File: config.mk
export PLATFORM = sky130hd
export DESIGN_NAME = spi_slave_engine
export DESIGN_NICKNAME = d
export VERILOG_FILES = /design/src/rtl/spi_pkg.sv /design/src/rtl/spi_sync.sv /design/src/rtl/spi_slave_engine.sv
export SDC_FILE = /design/constraint.sdc
export NUM_CORES = 1
export LEC_CHECK = 0
export BUFFER_PORTS_ARGS = -buffer_cell sky130_fd_sc_hd__buf_2
export CAP_MARGIN = 40
export CORE_ASPECT_RATIO = 0.9
export CORE_MARGIN = 1
export CORE_UTILIZATION = 45
export DETAILED_ROUTE_END_ITERATION = 10
export HOLD_SLACK_MARGIN = 0.02
export PLACE_DENSITY = 0.65
export SLEW_MARGIN = 20
export SYNTH_ARGS = -nofsm -noshare
export SYNTH_HDL_FRONTEND = slang
export SYNTH_SLANG_ARGS = --single-unit
File: constraint.sdc
create_clock -name PCLK -period 1.97 [get_ports PCLK]
set_input_delay 0.394 -clock PCLK [delete_from_list [all_inputs] [get_ports PCLK]]
set_output_delay 0.394 -clock PCLK [all_outputs]
set_load 0.01 [all_outputs]
File: src/rtl/spi_pkg.sv
// Shared types and constants for the SPI slave engine: FSM states, the
// clock-mode decode and the fill pattern shifted out when no byte is waiting.
package spi_pkg;

   typedef enum logic [1:0] {
      IDLE  = 2'd0,
      LOAD  = 2'd1,
      SHIFT = 2'd2
   } spi_state_e;

   localparam logic [63:0] UDR_FILL = {64{1'b1}};

   function automatic logic sample_on_rise(input logic cpol, input logic cpha);
      return (cpol == cpha);
   endfunction

endpackage

File: src/rtl/spi_sync.sv
// Synchronizer for one asynchronous SPI pin; reports the synchronized level
// together with a one-cycle pulse whenever that level has just changed.
module spi_sync
   import spi_pkg::*;
#(
   parameter int   STAGES  = 2,
   parameter logic RST_VAL = 1'b0
) (
   input  logic PCLK,
   input  logic PRESETn,
   input  logic d,
   output logic sync_level,
   output logic sync_toggle
);

   logic [STAGES-1:0] chain_r;
   logic              level_r;
   logic              toggle_r;

   // level_r and toggle_r update together, so a pulse always comes with its new level
   always_ff @(posedge PCLK) begin
      if (!PRESETn) begin
         chain_r  <= {STAGES{RST_VAL}};
         level_r  <= RST_VAL;
         toggle_r <= 1'b0;
      end else begin
         chain_r  <= {chain_r[STAGES-2:0], d};
         level_r  <= chain_r[STAGES-1];
         toggle_r <= chain_r[STAGES-1] ^ level_r;
      end
   end

   assign sync_level  = level_r;
   assign sync_toggle = toggle_r;

endmodule

File: src/rtl/spi_slave_engine.sv
// SPI slave engine on PCLK: oversampled bus pins, one-byte transmit holding
// register, one-byte receive buffer and sticky overrun/underrun status.
module spi_slave_engine
   import spi_pkg::*;
#(
   parameter int DATA_W      = 8,
   parameter int SYNC_STAGES = 2
) (
   input  logic              PCLK,
   input  logic              PRESETn,
   input  logic              spe,
   input  logic              cpol,
   input  logic              cpha,
   input  logic              lsbfe,
   input  logic              sck,
   input  logic              ss_n,
   input  logic              mosi,
   output logic              miso,
   output logic              miso_oe,
   input  logic [DATA_W-1:0] tx_data,
   input  logic              tx_valid,
   output logic              tx_ready,
   output logic [DATA_W-1:0] rx_data,
   output logic              rx_valid,
   input  logic              rx_ack,
   output logic              ovr,
   output logic              udr,
   output logic              busy
);

   localparam int CNT_W = $clog2(DATA_W + 1);

   spi_state_e           state_r;
   logic [DATA_W-1:0]    hold_r;
   logic [DATA_W-1:0]    shift_r;
   logic [DATA_W-1:0]    rx_data_r;
   logic [CNT_W-1:0]     cnt_r;
   logic [SYNC_STAGES:0] mosi_sync_r;
   logic                 tx_ready_r, rx_valid_r, ovr_r, udr_r;
   logic                 miso_r, miso_oe_r, busy_r;
   logic                 cpol_r, cpha_r, lsbfe_r;

   logic                 sck_level_s, sck_toggle_s, ss_level_s, ss_toggle_s;
   logic                 mosi_s, sample_s, shift_edge_s, ss_fall_s, ss_rise_s;
   logic                 abort_s, last_bit_s, consume_s, tx_load_s, udr_set_s;
   logic                 complete_s, rx_room_s;
   logic [DATA_W-1:0]    shift_in_s, load_val_s;

   spi_sync #(.STAGES(SYNC_STAGES), .RST_VAL(1'b0)) u_sck_sync (
      .PCLK       (PCLK),
      .PRESETn    (PRESETn),
      .d          (sck),
      .sync_level (sck_level_s),
      .sync_toggle(sck_toggle_s)
   );

   spi_sync #(.STAGES(SYNC_STAGES), .RST_VAL(1'b1)) u_ss_sync (
      .PCLK       (PCLK),
      .PRESETn    (PRESETn),
      .d          (ss_n),
      .sync_level (ss_level_s),
      .sync_toggle(ss_toggle_s)
   );

   // mosi gets one stage more than the chain so it lines up with the sck edge pulse
   always_ff @(posedge PCLK) begin
      if (!PRESETn) begin
         mosi_sync_r <= {(SYNC_STAGES + 1){1'b0}};
      end else begin
         mosi_sync_r <= {mosi_sync_r[SYNC_STAGES-1:0], mosi};
      end
   end

   assign mosi_s = mosi_sync_r[SYNC_STAGES];

   // Edge classification, abort detection and shift/load datapath decode
   always_comb begin
      sample_s     = sck_toggle_s & (sck_level_s == sample_on_rise(cpol_r, cpha_r));
      shift_edge_s = sck_toggle_s & (sck_level_s != sample_on_rise(cpol_r, cpha_r));
      ss_fall_s    = ss_toggle_s & ~ss_level_s;
      ss_rise_s    = ss_toggle_s & ss_level_s;
      abort_s      = ss_rise_s | ~spe;
      if (lsbfe_r) begin
         shift_in_s = {mosi_s, shift_r[DATA_W-1:1]};
      end else begin
         shift_in_s = {shift_r[DATA_W-2:0], mosi_s};
      end
      if (tx_ready_r) begin
         load_val_s = UDR_FILL[DATA_W-1:0];
      end else begin
         load_val_s = hold_r;
      end
      last_bit_s = (cnt_r == CNT_W'(DATA_W - 1));
      consume_s  = (state_r == LOAD) & ~abort_s & ~tx_ready_r;
      udr_set_s  = (state_r == LOAD) & ~abort_s & tx_ready_r;
      tx_load_s  = tx_valid & (tx_ready_r | consume_s);
      complete_s = (state_r == SHIFT) & ~abort_s & sample_s & last_bit_s;
      rx_room_s  = ~rx_valid_r | rx_ack;
   end

   // Frame sequencer: mode latch, shift register, bit counter and pin drivers
   always_ff @(posedge PCLK) begin
      if (!PRESETn) begin
         state_r   <= IDLE;
         shift_r   <= {DATA_W{1'b0}};
         cnt_r     <= {CNT_W{1'b0}};
         miso_r    <= 1'b0;
         miso_oe_r <= 1'b0;
         busy_r    <= 1'b0;
         cpol_r    <= 1'b0;
         cpha_r    <= 1'b0;
         lsbfe_r   <= 1'b0;
      end else begin
         miso_oe_r <= spe & ~ss_level_s;
         case (state_r)
            IDLE: begin
               cpol_r  <= cpol;
               cpha_r  <= cpha;
               lsbfe_r <= lsbfe;
               cnt_r   <= {CNT_W{1'b0}};
               if (spe && ss_fall_s) begin
                  state_r <= LOAD;
                  busy_r  <= 1'b1;
               end
            end
            LOAD: begin
               cnt_r <= {CNT_W{1'b0}};
               if (abort_s) begin
                  state_r <= IDLE;
                  busy_r  <= 1'b0;
               end else begin
                  shift_r <= load_val_s;
                  state_r <= SHIFT;
                  if (!cpha_r) begin
                     miso_r <= lsbfe_r ? load_val_s[0] : load_val_s[DATA_W-1];
                  end
               end
            end
            SHIFT: begin
               if (abort_s) begin
                  state_r <= IDLE;
                  busy_r  <= 1'b0;
                  cnt_r   <= {CNT_W{1'b0}};
               end else if (sample_s) begin
                  shift_r <= shift_in_s;
                  if (last_bit_s) begin
                     cnt_r   <= {CNT_W{1'b0}};
                     state_r <= ss_level_s ? IDLE : LOAD;
                     busy_r  <= ~ss_level_s;
                  end else begin
                     cnt_r <= cnt_r + CNT_W'(1'b1);
                  end
               end else if (shift_edge_s && (cpha_r || (cnt_r != {CNT_W{1'b0}}))) begin
                  // with cpha=0 the shift edge trailing the last sample must not advance miso
                  miso_r <= lsbfe_r ? shift_r[0] : shift_r[DATA_W-1];
               end
            end
            default: begin
               state_r <= IDLE;
               busy_r  <= 1'b0;
               cnt_r   <= {CNT_W{1'b0}};
            end
         endcase
      end
   end

   // Transmit holding register; a load may refill it in the same cycle LOAD drains it
   always_ff @(posedge PCLK) begin
      if (!PRESETn) begin
         hold_r     <= {DATA_W{1'b0}};
         tx_ready_r <= 1'b1;
      end else if (tx_load_s) begin
         hold_r     <= tx_data;
         tx_ready_r <= 1'b0;
      end else if (consume_s) begin
         tx_ready_r <= 1'b1;
      end
   end

   // Receive buffer and sticky flags; an ack in the completing cycle frees the buffer first
   always_ff @(posedge PCLK) begin
      if (!PRESETn) begin
         rx_data_r  <= {DATA_W{1'b0}};
         rx_valid_r <= 1'b0;
         ovr_r      <= 1'b0;
         udr_r      <= 1'b0;
      end else begin
         if (complete_s && rx_room_s) begin
            rx_data_r  <= shift_in_s;
            rx_valid_r <= 1'b1;
         end else if (rx_ack) begin
            rx_valid_r <= 1'b0;
         end
         ovr_r <= (ovr_r & ~rx_ack) | (complete_s & ~rx_room_s);
         udr_r <= (udr_r & ~rx_ack) | udr_set_s;
      end
   end

   assign miso     = miso_r;
   assign miso_oe  = miso_oe_r;
   assign tx_ready = tx_ready_r;
   assign rx_data  = rx_data_r;
   assign rx_valid = rx_valid_r;
   assign ovr      = ovr_r;
   assign udr      = udr_r;
   assign busy     = busy_r;

endmodule
==> qor.log <==
qor: grt.grt_overflow_total 0
qor: critical_path.setup.worst_path.class reg -> reg
qor: floorplanning.die_width 78.2 µm
qor: floorplanning.dieHeight 70.6 µm
qor: sta.worst-slew-pin-transition 535 ps
qor: sta.slew-limit-headroom 64.3%
qor: sta.period_minus_slack 1790 ps
qor: routing.route.detailed.wl_per_inst 13.5 µm
qor: synthesis.mappedNetlistNets 270
qor: floorplanning.core_region_area 4920 µm²
qor: synthesis.syn_area 2350 µm²
qor: floorplanning.number_of_top_level_pins 34
qor: sta.hold_viol_final 0
qor: synthesis.postSynth.asyncResetShare 0%
qor: finish.finalNetCount 298
qor: floorplanning.initial_utilization 47.8%
qor: flow_run.max_cap_viol_count 0
qor: clock_network.clkLatencyLatePin 300 ps
qor: finish.antennaDiodeCount 0
qor: clock_network.numCtsBuffers 5
qor: placement.io_buffers 33
qor: critical_path.worst_ep_arrival_time 1990 ps
qor: grt.grt_antenna_before_repair 0
qor: synthesis.ys.warnings.count 0
qor: finish.multi_input_area 1200 µm²
qor: sta.setup_repair_after_global_routing_missed_its_margin no
qor: clock_network.cts_max_path_bufs 2
qor: finish.layout.filler_cells 488
qor: clock_network.clock_tree_from_tritoncts done
qor: synthesis.syn-instance-count 249
qor: finish.mostFrequentLayoutCells 51 x dfxtp_1, 33 x buf_2, 26 x nand2_1
qor: min_path.hold_path_class in -> reg
qor: routing.avgViaCountPerCell 5.29
qor: pwr.max-vdd-ir-drop 529 µV
qor: pwr.p_seq_share 52.2%
qor: finish.area_occupied_by_registers 1020 µm²
qor: clock_network.numClockSinks 51
qor: finish.area_growth 12.9%
qor: routing.routed_wl 4.64 mm
qor: routing.detail_route.iter0.violations 65
qor: sta.layout_worst_path_cycle_share 91.0%
qor: floorplanning.rows 24
qor: synthesis.synth_enable_flop_cells 0
qor: finish.post_route_cells_drive_above_1_share 20.9%
qor: floorplanning.dieArea 5520 µm²
qor: synthesis.yosys.area.top_type dfxtp_1
qor: critical_path.worst_setup_path_start_kind register
qor: pwr.power.switching_fraction 20.9%
qor: sta.final.setup.tns 0 ps
qor: clock_network.ctsHtreeMaxLevel 2
qor: grt.grt_use_total 18.6%
qor: critical_path.worst-endpoint-required 2170 ps
qor: clock_network.ctsHoldBuffers 0
qor: outcome.run_status complete, no violations
qor: placement.globalplace.congestion 0.734
qor: synthesis.synth.lib_cells_used.distinct 51
qor: synthesis.netlist_top_cells_area dfxtp_1 43%, mux2i_1 7.2%, o21ai_0 4.3%, nand2_1 4.1%, a21oi_1 3.6%
qor: sta.finalSetupViolCount 0
qor: routing.drc_errors 0
qor: pwr.p_per_area 775 nW/µm²
qor: sta.max_clock_freq 558 MHz
qor: clock_network.clk_pin_slew_worst_paths 90 ps
qor: routing.detailroute.via_count 1814
qor: placement.hpwlAfterDp 3.27 mm
qor: synthesis.yosys_register_bits 51
qor: grt.first_pass_grt_wire_length 8.12 mm
qor: pwr.internal-power 1630 µW
qor: routing.postRouteAntennaNets 0
qor: pwr.p_leak 0.00108 µW
qor: pwr.power.share.clock 40.9%
qor: critical_path.worstPathMaxFanout 5
qor: grt.via_count_of_the_first_global_routing_pass 1719
qor: sta.finalHoldWorstSlack 276 ps
qor: synthesis.synth_ff_type dfxtp_1
qor: routing.dr.pass1.iters 4
qor: synthesis.ys_seq_area_share 43.4%
qor: pwr.netSwitchingPower 430 µW
qor: clock_network.cts.repair_timing.setup_buffer_count 0
qor: sta.finalMaxSlewViolations 0
qor: finish.layout_commonest_cell dfxtp_1
qor: grt.grt_start_max_net_pins 34
qor: clock_network.cell_at_the_root_of_the_clock_tree clkbuf_8
qor: pwr.power_frac_comb 6.9%
qor: sta.clock-skew-final 5.32 ps
qor: synthesis.yosysTopAreaCellShare 43.4%
qor: synthesis.synth_area_per_cell 9.45 µm²
qor: critical_path.end_kind register
[worst paths after layout]
kind,from,to,slack (ps),depth (start not counted)
setup reg to reg,cpha_r,miso,180,4
setup / recovery,cpha_r,miso,180,4
hold reg to reg,u_ss_sync.chain_r[0],u_ss_sync.chain_r[1],420,1
hold / removal,ss_n,u_ss_sync.chain_r[0],280,2
[through the flow]
stage	total power, µW	cell area (µm²)	utilization [%]	std cells	setup slack (ps)
2_1_floorplan	1200	2350	-	249	337
5_1_grt	2140	2660	53.9	343	53.2
6_report	2060	2660	53.9	343	177
3_5_place_dp	1240	2510	51.1	335	172
3_3_place_gp	1240	2510	51.1	335	236
4_1_cts	2080	2650	53.8	343	149
[metal layers]
layer / vias up / routed length [µm] / share of wire, % / global-route usage, %
li1: 937 / - / - / -
met1: 834 / 2370 / 51 / 26.5
met2: 39 / 2020 / 43 / 28.0
met3: 4 / 205 / 4.4 / 4.00
met4: 0 / 48 / 1.0 / 6.58
met5: - / 0 / 0 / 0
[timing repair]
item | 4_1_cts | 5_1_grt
endpoints found under the hold margin | 0 | 0
setup endpoints to repair | 0 | 7
resized for setup | 0 | 1
[Yosys cell counts (3+ instances only)]
master / number
or3_1: 9
nand2b_1: 6
clkbuf_1: 7
nor2_1: 8
a21oi_1: 17
a21boi_0: 3
o21ai_0: 20
nand3_1: 12
and2_1: 6
nor2b_1: 4
mux2i_1: 17
inv_1: 7
nand2_1: 26
buf_6: 3
o311ai_0: 6
a21boi_1: 6
a31oi_1: 3
dfxtp_1: 51
[power by group through the flow]
stage	combinational [µW]	clock [µW]	sequential, µW
floorplan	110	0	1090
global placement	142	0	1100
detailed placement	142	0	1100
CTS	143	866	1070
global route	159	898	1080
finish	143	841	1070
[flip-flops by register name (all words and copies together), names as in the netlist, 2 cells and up]
name and flops:
shift_r 8, cnt_r 4, rx_data 8, u_sck_sync.chain_r 2, mosi_sync_r 3, state_r 2
hold_r 8, u_ss_sync.chain_r 2
[critical path, stage by stage, from the launching register on]
cell and delay [ps]:
dfxtp_1 420, xor3_2 560, o41ai_2 400, a21oi_1 110, a41o_1 200
[area by class of cell]
class                   count  share of cell area [%]
clock buffers               6                    2.73
well taps                  65                    3.06
flip-flops and latches     51                    38.4
clock inverters             2                    2.26
repair buffers             36                    7.07
multi-input cells         175                    45.3
inverters                   8                    1.13
[logic make-up after synthesis]
| kind of cell | Yosys count | share of synthesized area (%) |
|---|---|---|
| XOR/XNOR | 5 | 3.19 |
| AO/OA/AOI/OAI | 65 | 18.0 |
| multiplexers | 18 | 8.19 |
| flip-flops | 51 | 43.4 |
| adder cells (fa/ha/maj) | 2 | 1.06 |
| AND/OR/NAND/NOR | 85 | 20.3 |
| buffers and inverters | 23 | 5.80 |
(Power assumes the default switching activity.)
